`src/rtl/picobus_decoder.sv`:
```
// Address decoder and response mux for the picorv32 native memory bus.
// Registered slave select, per-access timeout and sticky error status.
module picobus_decoder #(
    parameter int                 NSLV      = 4,
    parameter int                 REGION_SH = 28,
    parameter logic [NSLV*16-1:0] SLV_MAP   = 64'h0000_0000_0020_0301,
    parameter int                 TIMEOUT   = 1024,
    parameter logic [31:0]        ERR_RDATA = 32'hDEADBEEF
) (
    input  logic               clk,
    input  logic               rst,
    input  logic               m_valid,
    output logic               m_ready,
    input  logic [31:0]        m_addr,
    input  logic [31:0]        m_wdata,
    input  logic [3:0]         m_wstrb,
    output logic [31:0]        m_rdata,
    output logic [NSLV-1:0]    s_valid,
    input  logic [NSLV-1:0]    s_ready,
    output logic [31:0]        s_addr,
    output logic [31:0]        s_wdata,
    output logic [3:0]         s_wstrb,
    input  logic [NSLV*32-1:0] s_rdata,
    input  logic               err_clr,
    output logic               err_flag,
    output logic [31:0]        err_addr,
    output logic [7:0]         err_cnt
);

    localparam int SW = (NSLV > 1) ? $clog2(NSLV) : 1;
    localparam int CW = (TIMEOUT > 2) ? $clog2(TIMEOUT) : 1;

    typedef enum logic [1:0] {
        IDLE = 2'd0,
        BUSY = 2'd1,
        ERR  = 2'd2
    } state_t;

    state_t          state;
    state_t          state_nx;
    logic [SW-1:0]   sel;
    logic [SW-1:0]   hit_idx;
    logic            hit;
    logic [3:0]      region;
    logic [CW-1:0]   tcnt;
    logic            sel_ready;
    logic            tmo_last;
    logic            enter_err;

    assign s_addr  = m_addr;
    assign s_wdata = m_wdata;
    assign s_wstrb = m_wstrb;

    assign region = m_addr[REGION_SH+3:REGION_SH];

    // Descending scan so the lowest-numbered owner wins on overlap.
    always_comb begin
        hit     = 1'b0;
        hit_idx = '0;
        for (int k = NSLV - 1; k >= 0; k--) begin
            if (SLV_MAP[16*k + int'(region)]) begin
                hit     = 1'b1;
                hit_idx = SW'(k);
            end
        end
    end

    assign sel_ready = s_ready[sel];
    assign tmo_last  = (tcnt == CW'(TIMEOUT - 1));
    assign enter_err = (state_nx == ERR) && (state != ERR);

    always_ff @(posedge clk) begin
        if (rst) begin
            state <= IDLE;
        end else begin
            state <= state_nx;
        end
    end

    always_comb begin
        state_nx = state;
        unique case (state)
            IDLE: begin
                if (m_valid) begin
                    state_nx = hit ? BUSY : ERR;
                end
            end
            BUSY: begin
                if (!m_valid || sel_ready) begin
                    state_nx = IDLE;
                end else if (tmo_last) begin
                    state_nx = ERR;
                end
            end
            ERR:     state_nx = IDLE;
            default: state_nx = IDLE;
        endcase
    end

    always_comb begin
        s_valid = '0;
        m_ready = 1'b0;
        m_rdata = '0;
        unique case (state)
            BUSY: begin
                s_valid[sel] = m_valid;
                m_ready      = m_valid & sel_ready;
                m_rdata      = s_rdata[32*sel +: 32];
            end
            ERR: begin
                m_ready = 1'b1;
                m_rdata = ERR_RDATA;
            end
            default: ;
        endcase
    end

    always_ff @(posedge clk) begin
        if (rst) begin
            sel  <= '0;
            tcnt <= '0;
        end else begin
            if (state == IDLE && m_valid && hit) begin
                sel <= hit_idx;
            end
            if (state == BUSY && state_nx == BUSY) begin
                tcnt <= tcnt + 1'b1;
            end else begin
                tcnt <= '0;
            end
        end
    end

    // A clear landing together with a new error restarts the log from it.
    always_ff @(posedge clk) begin
        if (rst) begin
            err_flag <= 1'b0;
            err_addr <= '0;
            err_cnt  <= '0;
        end else if (enter_err) begin
            err_flag <= 1'b1;
            if (err_clr) begin
                err_cnt <= 8'd1;
            end else if (err_cnt != 8'hFF) begin
                err_cnt <= err_cnt + 8'd1;
            end
            if (!err_flag || err_clr) begin
                err_addr <= m_addr;
            end
        end else if (err_clr) begin
            err_flag <= 1'b0;
            err_cnt  <= '0;
        end
    end

endmodule

```
`config.mk`:
```
export PLATFORM = sky130hd
export DESIGN_NAME = picobus_decoder
export DESIGN_NICKNAME = d
export VERILOG_FILES = /design/src/rtl/picobus_decoder.sv
export SDC_FILE = /design/constraint.sdc
export NUM_CORES = 1
export LEC_CHECK = 0
export CORE_AREA = 5 5 132 134
export DETAILED_ROUTE_END_ITERATION = 8
export DIE_AREA = 0 0 137 139
export DONT_BUFFER_PORTS = 1
export PLACE_DENSITY = 0.31
export SETUP_SLACK_MARGIN = 0.2
export SLEW_MARGIN = 20
export SYNTH_ARGS = -nofsm -noshare
export SYNTH_HDL_FRONTEND = slang
export SYNTH_SLANG_ARGS = --single-unit
```
`constraint.sdc`:
```
create_clock -name clk -period 4.55 [get_ports clk]
set_input_delay 0.455 -clock clk [delete_from_list [all_inputs] [get_ports clk]]
set_output_delay 0.455 -clock clk [all_outputs]
set_load 0.02 [all_outputs]
```
---- Word level (Yosys, flattened, before mapping) ----
Memory sizes are Yosys's and may differ from the RTL's.
Cells that the tools add are included.
Widths: inputs -> output; s select.
storage, ports and cells
  bits in read-only memories .............. 208
  register bits after elaboration ......... 55
  logic and storage cells ................. 80
  memory bits (writable) .................. 0
  output and inout bits ................... 146
  memories ................................ 4
  latch bits .............................. 0
memories
  name             words  bits a word  read ports  clocked after Yosys merged registers in  write ports  RTL line  text
  (no name shown)  64     1            1           0                                        0            61        if (SLV_MAP[16*k + int'(region)]) begin
  (no name shown)  64     1            1           0                                        0            61
  (no name shown)  64     1            1           0                                        0            61
  (no name shown)  16     1            1           0                                        0            61
operators by class
  shift-type cells ........................ 1
  $add $sub $neg .......................... 5
  bitwise operators ....................... 3
  equal/unequal tests ..................... 7
  $mul .................................... 0
  reductions and logical operators ........ 15
  $lt $le $gt $ge ......................... 6
  multiplexer cells ....................... 33
  divide/modulo/power cells ............... 0
operator list
  kind                   number
  $shiftx 128x8->32      1
  $pmux 32 s2            1
  $mux 8                 4
  $mux 2                 8
  $mux 1                 15
  $add 6x4->7 const A    2
  $lt 7x7->1 const B     2
  $add 10x1->10 const B  1
  $eq 10x10->1 const B   1
  $add 8x1->8 const B    1
  $ne 8x8->1 const B     1
  $lt 4x7->1 const B     1
  $lt 6x7->1 const B     1
  $add 5x4->6 const A    1
  $logic_and 1x1->1      5
  $and 4x4->4            1
  $eq 2x1->1 const B     2
  $eq 2x2->1 const B     2
  $mux 4                 1
  $pmux 2 s2             1
  $reduce_and 2->1       2
  $reduce_bool 2->1      2
  $lt 2x3->1 const B     1
  $bmux 1 s2             1
  other kinds (10)       12

---- Longest topological paths before layout ----
Gate-level depths: netlist of run 1.
  word-level depth ........................ 15
  depth in mapped cells ................... 8
  mapped depth without buffers ............ 7

---- Worst setup path before layout of run 1 ----
Ideal clock, no wire load.
  path type ............................... register -> register
  start ................................... reg tcnt[0]
  end ..................................... reg err_cnt[6]
  setup slack ............................. 2.297 ns
  arrival ................................. 2.183 ns
  required time ........................... 4.480 ns
  cell stages (with the launch flop) ...... 9
  buffers on the path ..................... 1
  library setup time ...................... 0.070 ns
  path through ............................ dfxtp_1 -> ha_1 -> inv_1 -> or3_4 -> a221oi_4 -> o21ai_2 -> buf_6 -> or4_1 -> a21oi_1
on the way
  longest elaborated chain between the ends .. 8
  elaborated cells between the ends (all ways) .. 9
  classes of those cells .................. eq/ne (2); mux (4); reduce/logical (3)
ends and longest elaborated chain
  element                      RTL line  text
  from (decl)                  45        logic [CW-1:0] tcnt;
  from (signal assigned)       127       tcnt <= tcnt + 1'b1;
  $eq 10x10->1 *               69        assign tmo_last = (tcnt == CW'(TIMEOUT - 1));
  $mux 2 *                     91        end else if (tmo_last) begin
  $mux 2 *                     89        if (!m_valid || sel_ready) begin
  $pmux 2 s2 *                 82        unique case (state)
  $eq 2x2->1 *                 70        assign enter_err = (state_nx == ERR) && (state != ERR);
  $logic_and 1x1->1 *          70
  $reduce_bool 2->1 (no line)  -
  $reduce_and 2->1 (no line)   -
  to (signal assigned)         145       err_cnt <= err_cnt + 8'd1;
  to (decl)                    27        output logic [7:0] err_cnt
Mark *: on every way between the ends. The rest lies on a longest branch, timed or not.
A chain may end at the register's enable or synchronous reset.

---- Worst setup path in the final report of run 1 ----
  start ................................... reg state[1]
  end ..................................... out m_rdata[14]
on the way
  longest elaborated chain between the ends .. 2
  elaborated cells between the ends (all ways) .. 3
  classes of those cells .................. eq/ne (2); mux (1)
ends and longest elaborated chain
  element                                   RTL line  text
  from (decl)                               39        state_t state;
  from (signal assigned)                    76        state <= state_nx;
  $eq 2x2->1 or $eq 2x1->1 (tied branches)  104       unique case (state)
  $pmux 32 s2 *                             104
  to (decl)                                 17        output logic [31:0] m_rdata,
Marked as above.

==> results.md, run 1 <==
- Postcts setup bufs: 0
- Starting density of the core: 0.219
- Min cycle time layout: about 2.7 ns
- Ys Warns: 0
- Pleak: 1.26 nW
- Worst slew pin tran: 0.739 ns
- Worst Path Required: 4.09 ns
- Total grt overflow: 0
- Multi-input logic area: 0.00181 mm^2
- CORE AREA: 0.0162 mm^2
- Sequential share of power: 0.478
- CTS tree: done
- Crit Path Category: flop to output pin
- Via density: 4.43
- WL/cell: 17.4 um
- Startpoint Class: flop
- Post-CTS Resized: 0
- Switching power: approximately 0.37 mW
- Leading register cell type out of synthesis: dfxtp_1
- Worst min-delay path category: input pin to flop
- Register area: 0.00108 mm^2
- Antenna violations before repair: 0
- Die ar.: 0.0190 mm^2
- CP Max Fanout: 26
- Slew Limit Fails: 0
- Peak supply drop: ~0.14 mV
- Post-route ant nets: 0
- Clock Tree Buf Depth: 2
- DR DRC count: 0
- Clk pwr share: 0.338
- N_diodes: 0
- WHS: 0.226 ns
- Sequential share of the synthesized area: 0.306
- Syn_area_per_cell: 8.49 um^2
- Setup violations, final: 0
- Top-Level Pins: between 300 and 400
- Placed Area: 0.00321 mm^2
- Fin crit share: 0.598
- Total track usage: 0.0920
- Worst skew pair latency: 0.29 ns
- PwrDens: approximately 350 mW/mm^2
- Max-Cap Viols: 0
- Area Growth Syn to Fin: -4.84%
- Most frequent cells in the layout: nor2_1, dfxtp_1, mux2i_1
- Layout fillers: between 1500 and 2000
- Crit-path cells: inv_1, ha_1, nand2_1, nor2_1
- Htree depth: 2
- DRT iter0 DRCs: 43
- CTS sink count: 54
- Outcome: finished, final reports clean
- Cell internal pwr: 0.802 mW
- Fmax: around 370 MHz
- Count of TritonRoute iterations in the first routing pass: 4
- Hold_buf cts: 0
- Clock Skew: 0.00834 ns
- DRT Wirelength: 9690 um
- DP Cell Count: 548
- Crit path max-delay family: adder cells
- Final Hold Fails: 0
- CTS Buf Count: 5
- Syn Std Cell Area: 0.00354 mm^2
- Final instance count without filler cells: 556
- Root Driver: clkbuf_16
- First-pass GRT wire length: 13700 um
- Max stage delay on crit path: 0.77 ns
- Critical Path AT: about 2.3 ns
- Most common cell after layout, fill and taps aside: nor2_1
- Crit path buffers/inverters: 1
- Vias in the first global route: around 2400
- Setup TNS: 0 ns
- Layout cell share with drive strength beyond 1: 0.128
- Crit end category: output pin
- Routed via count: ~2500
- Combinational share of power: 0.184
- Gpl congestion: around 0.72
- Number of port buffers: 0
- Cell variety after synth: 40
- Largest net degree at the start of global routing: 40
- Clk pin slew, worst setup/hold paths: around 0.08 ns
- NumNets Final: 544
- RSZ-0062 raised after global routing: no
- FFs w/ async S/R, synth: 0
- Number of synthesized flops with an enable pin: 0
- Switching part of the total: 0.318
- DPL Wire Length: between 7000 and 8000 um
- Seq cells post-synth: 54
- Worst slew margin: 0.507
- Die width: 137 um
- Die H: 139 um
- Fin area: approximately 0.0034 mm^2
- Row count: 47
- Synthesized instance count: 417
- CP max-delay cell: ha_1
[routing by layer]
layer  routed length (um)  global-route usage  vias to the layer above
met3                 1270              0.0366                       11
met1                 3440              0.0901                     1098
li1                     -                   -                     1172
met4                   99              0.0215                        0
met5                    0                   0                        -
met2                 4880               0.177                      182
[cells by family after synthesis]
family	count (synthesis)	share of synthesized area
adder cells (fa/ha/maj)	5	0.0177
AND/OR/NAND/NOR	130	0.184
multiplexers	66	0.195
buffers and inverters	99	0.185
XOR/XNOR	8	0.0198
AO/OA/AOI/OAI	54	0.0926
other	1	0.00106
flip-flops	54	0.306
[per-stage QoR]
step | power (mW) | util | setup slack [ns]
2_1_floorplan | 0.848 | - | 2.30
3_3_place_gp | 0.792 | 0.199 | 2.03
3_5_place_dp | 0.796 | 0.199 | 2.01
4_1_cts | 1.21 | 0.208 | 1.72
5_1_grt | 1.25 | 0.208 | 1.61
6_report | 1.18 | 0.208 | 1.83
[sequential cells by signal, indices dropped and copies added (netlist names)]
register and flops:
sel 1, err_addr 32, tcnt 10, err_cnt 8
state 2, err_flag 1
[cell usage after synthesis, types with 7 or more instances]
| master | count | area [um^2] |
|---|---|---|
| nand2_1 | 7 | 26.3 |
| buf_4 | 72 | 541 |
| nand3_1 | 10 | 50.1 |
| mux2i_1 | 42 | 420 |
| nor2b_1 | 27 | 169 |
| nor2_1 | 62 | 233 |
| dfxtp_1 | 54 | 1080 |
| clkbuf_1 | 15 | 56.3 |
| a21oi_1 | 34 | 170 |
| mux2_2 | 24 | 270 |
[layout make-up]
cell class / instances / area share
multi-input combinational: 265 / 0.538
sequential: 54 / 0.321
tap: 220 / 0.0818
clock buffer: 5 / 0.0372
clock inverter: 3 / 0.00855
timing repair buffer: 3 / 0.00669
inverter: 6 / 0.00669
[power groups by stage]
| stage | clock network, mW | registers, mW | logic (mW) |
|---|---|---|---|
| after global routing | 0.440 | 0.567 | 0.244 |
| after detailed placement | 0 | 0.573 | 0.223 |
| after CTS | 0.427 | 0.563 | 0.223 |
| final | 0.397 | 0.562 | 0.217 |
| after global placement | 0 | 0.575 | 0.217 |
| after floorplan | 0 | 0.565 | 0.283 |
[final timing paths]
check,slack (ns),to,from,cells after the start
worst max-delay path,1.83,m_rdata[14],state[1]$_SDFF_PP0_,4
worst min-delay path,0.23,err_addr[20]$_SDFFE_PP0P_,rst,1
worst max register to register,2.13,err_cnt[3]$_SDFFE_PP0P_,tcnt[0]$_SDFF_PP0_,7
worst min register to register,0.47,tcnt[0]$_SDFF_PP0_,tcnt[0]$_SDFF_PP0_,1
No activity file was read; power rests on OpenSTA's default activity.
==> run 2: changes to the inputs <==
--- a/config.mk
+++ b/config.mk
@@ -9,7 +9,7 @@
 export DETAILED_ROUTE_END_ITERATION = 8
 export DIE_AREA = 0 0 137 139
 export DONT_BUFFER_PORTS = 1
-export PLACE_DENSITY = 0.31
+export PLACE_DENSITY = 0.32
 export SETUP_SLACK_MARGIN = 0.2
 export SLEW_MARGIN = 20
 export SYNTH_ARGS = -nofsm -noshare
==> constraint.sdc (replaced) <==
create_clock -name clk -period 2.2 [get_ports clk]
set_input_delay 0.22 -clock clk [delete_from_list [all_inputs] [get_ports clk]]
set_output_delay 0.22 -clock clk [all_outputs]
set_load 0.02 [all_outputs]
==> run 2 against run 1 <==
Net effect: flip-flop and latch count stayed put; die area unchanged; hold slack worse by 0.16 ns; register-to-register slack worse by 2.0 ns; critical path type is now flop to flop; largest cell class unchanged.
==> results.md, run 2 (same netlist as run 1, synthesis figures left out) <==
- Final Hold Fails: 0
- RSZ-0062 raised after global routing: yes
- Clk pwr share: 0.344
- Worst skew pair latency: 0.30 ns
- WHS: 0.0654 ns
- Die width: approximately 140 um
- Reg2reg path depth: 7
- Most common cell after layout, fill and taps aside: nor2_1
- Worst r2r dst: err_cnt[6]$_SDFFE_PP0P_
- Vias in the first global route: 2632
- Largest net degree at the start of global routing: 38
- Clock Skew: 0.0176 ns
- Routed via count: 2709
- Sequential share of power: 0.421
- Die H: ~140 um
- CORE AREA: between 0.015 and 0.02 mm^2
- Startpoint Class: flop
- Total grt overflow: 0
- Peak supply drop: 0.328 mV
- Die ar.: between 0.015 and 0.02 mm^2
- Crit Reg-Reg Startpoint: tcnt[5]$_SDFF_PP0_
- Setup violations, final: 0
- Count of TritonRoute iterations in the first routing pass: 4
- Slew Limit Fails: 0
- Area Growth Syn to Fin: 14.4%
- Hold endpoint: err_addr[27]$_SDFFE_PP0P_
- DR DRC count: 0
- Clock Tree Buf Depth: 2
- DP Cell Count: 596
- Pleak: 1.65 nW
- Number of port buffers: 0
- Outcome: finished, final reports clean
- WL/cell: 16.8 um
- DRT Wirelength: 10400 um
- Fmax: roughly 480 MHz
- CTS sink count: between 50 and 60
- Fin crit share: 0.951
- Root Driver: clkbuf_16
- CP Max Fanout: 5
- Cell internal pwr: between 1.5 and 2 mW
- Critical Path AT: 2.33 ns
- PwrDens: 682 mW/mm^2
- CP max-delay cell: or4_4
- Row count: 47
- CTS tree: done
- Switching power: 0.817 mW
- Multi-input logic area: 0.00189 mm^2
- Fin util: 0.250
- Combinational share of power: 0.235
- R2R setup slack: 0.11 ns
- Worst Path Required: approximately 2.4 ns
- Crit-path cells: nand4_1, or3_4, a221oi_4, buf_6, o21ai_4, or4_4, a21oi_2
- Hold path depth: 2
- CTS Buf Count: 5
- N_diodes: 0
- Post-route ant nets: 0
- Max-Cap Viols: 0
- Biggest register: err_addr
- First-pass GRT wire length: 14900 um
- Switching part of the total: 0.296
- Max stage delay on crit path: 0.49 ns
- Layout fillers: between 1500 and 2000
- DPL Wire Length: 7700 um
- Final instance count without filler cells: roughly 600
- Regs by FF count: err_addr (32), tcnt (10), err_cnt (8)
- Antenna violations before repair: 2
- Setup TNS: 0 ns
- Starting density of the core: 0.219
- Gpl congestion: 0.693
- Crit Path Category: flop to flop
- Clk pin slew, worst setup/hold paths: roughly 0.08 ns
- Register area: 0.00109 mm^2
- Hold Crit Start: m_addr[27]
- Worst min-delay path category: input pin to flop
- NumNets Final: 605
- Total track usage: 0.0996
- Crit end category: flop
- Top-Level Pins: 350
- Min cycle time layout: 2.09 ns
- Max reg flops: 32
- Layout cell share with drive strength beyond 1: 0.320
- Via density: 4.39
- DRT iter0 DRCs: between 60 and 70
- Htree depth: 2
- Most frequent cells in the layout: nor2_1, buf_4, dfxtp_1
[run 2: cell types whose count changed in the layout (fill, tap and decap cells not counted), moves of 4 or more]
cell	previous run	this run
buf_4	3	51
dfxtp_1	53	44
buf_6	0	6
dfxtp_2	1	10
buf_12	0	4
[run 2: power by group through the flow]
| stage | combinational [mW] | clock, mW | sequential [mW] |
|---|---|---|---|
| 6_report | 0.647 | 0.950 | 1.16 |
| 5_1_grt | 0.712 | 1.03 | 1.17 |
| 4_1_cts | 0.646 | 0.998 | 1.16 |
| 3_5_place_dp | 0.519 | 0 | 1.18 |
| 3_3_place_gp | 0.513 | 0 | 1.19 |
| 2_1_floorplan | 0.591 | 0 | 1.17 |
[run 2: worst max path at each step]
stage                  startpoint                        end  slack, ns  depth (start not counted)
6_report       tcnt[5]$_SDFF_PP0_    err_cnt[6]$_SDFFE_PP0P_       0.11                          7
5_1_grt        tcnt[9]$_SDFF_PP0_  err_addr[21]$_SDFFE_PP0P_      -0.01                          8
4_1_cts        tcnt[1]$_SDFF_PP0_    err_cnt[6]$_SDFFE_PP0P_       0.11                          8
3_5_place_dp   tcnt[9]$_SDFF_PP0_    err_cnt[3]$_SDFFE_PP0P_       0.03                          6
3_3_place_gp   tcnt[9]$_SDFF_PP0_    err_cnt[3]$_SDFFE_PP0P_       0.06                          6
2_1_floorplan  tcnt[0]$_SDFF_PP0_    err_cnt[6]$_SDFFE_PP0P_       0.12                          8
[run 2: repair_timing]
action                                  CTS  global route
cloned                                    4             0
endpoints found under the setup margin   68            78
pin swaps                                 7            17
hold endpoints to repair                 37             0
setup buffers                             6             2
gates resized for setup                  15            25
hold buffers                              1             0
[run 2: layer usage]
layer	global-route usage	wire [um]	part of all wire	up-vias
met1	0.108	3820	0.37	1210
met4	0.0257	80	0.0077	4
met5	0	38	0.0037	-
met2	0.180	5070	0.49	186
met3	0.0388	1360	0.13	12
li1	-	-	-	1297
[run 2: final cells by class]
cell class,instances,share of cell area
Clock buffer,6,0.0343
Clock inverter,2,0.00959
Inverter,6,0.00557
Multi-Input combinational cell,266,0.466
Sequential cell,54,0.270
Tap cell,220,0.0680
Timing Repair Buffer,63,0.146
[run 2: through the flow]
step / total power, mW / area (um^2) / setup WS (ns)
floorplan: 1.76 / 3560 / 0.118
detailed placement: 1.70 / 3600 / 0.0282
global route: 2.92 / 4050 / -0.0111
global placement: 1.70 / 3600 / 0.0559
CTS: 2.81 / 3970 / 0.115
finish: 2.76 / 4050 / 0.107
[run 2: worst max-delay path, delay by kind of cell, from the launching register on]
family	cells	cell delay, ns
flops	1	0.34
compound gates	3	0.51
simple gates	3	1.05
buf+inv	1	0.15
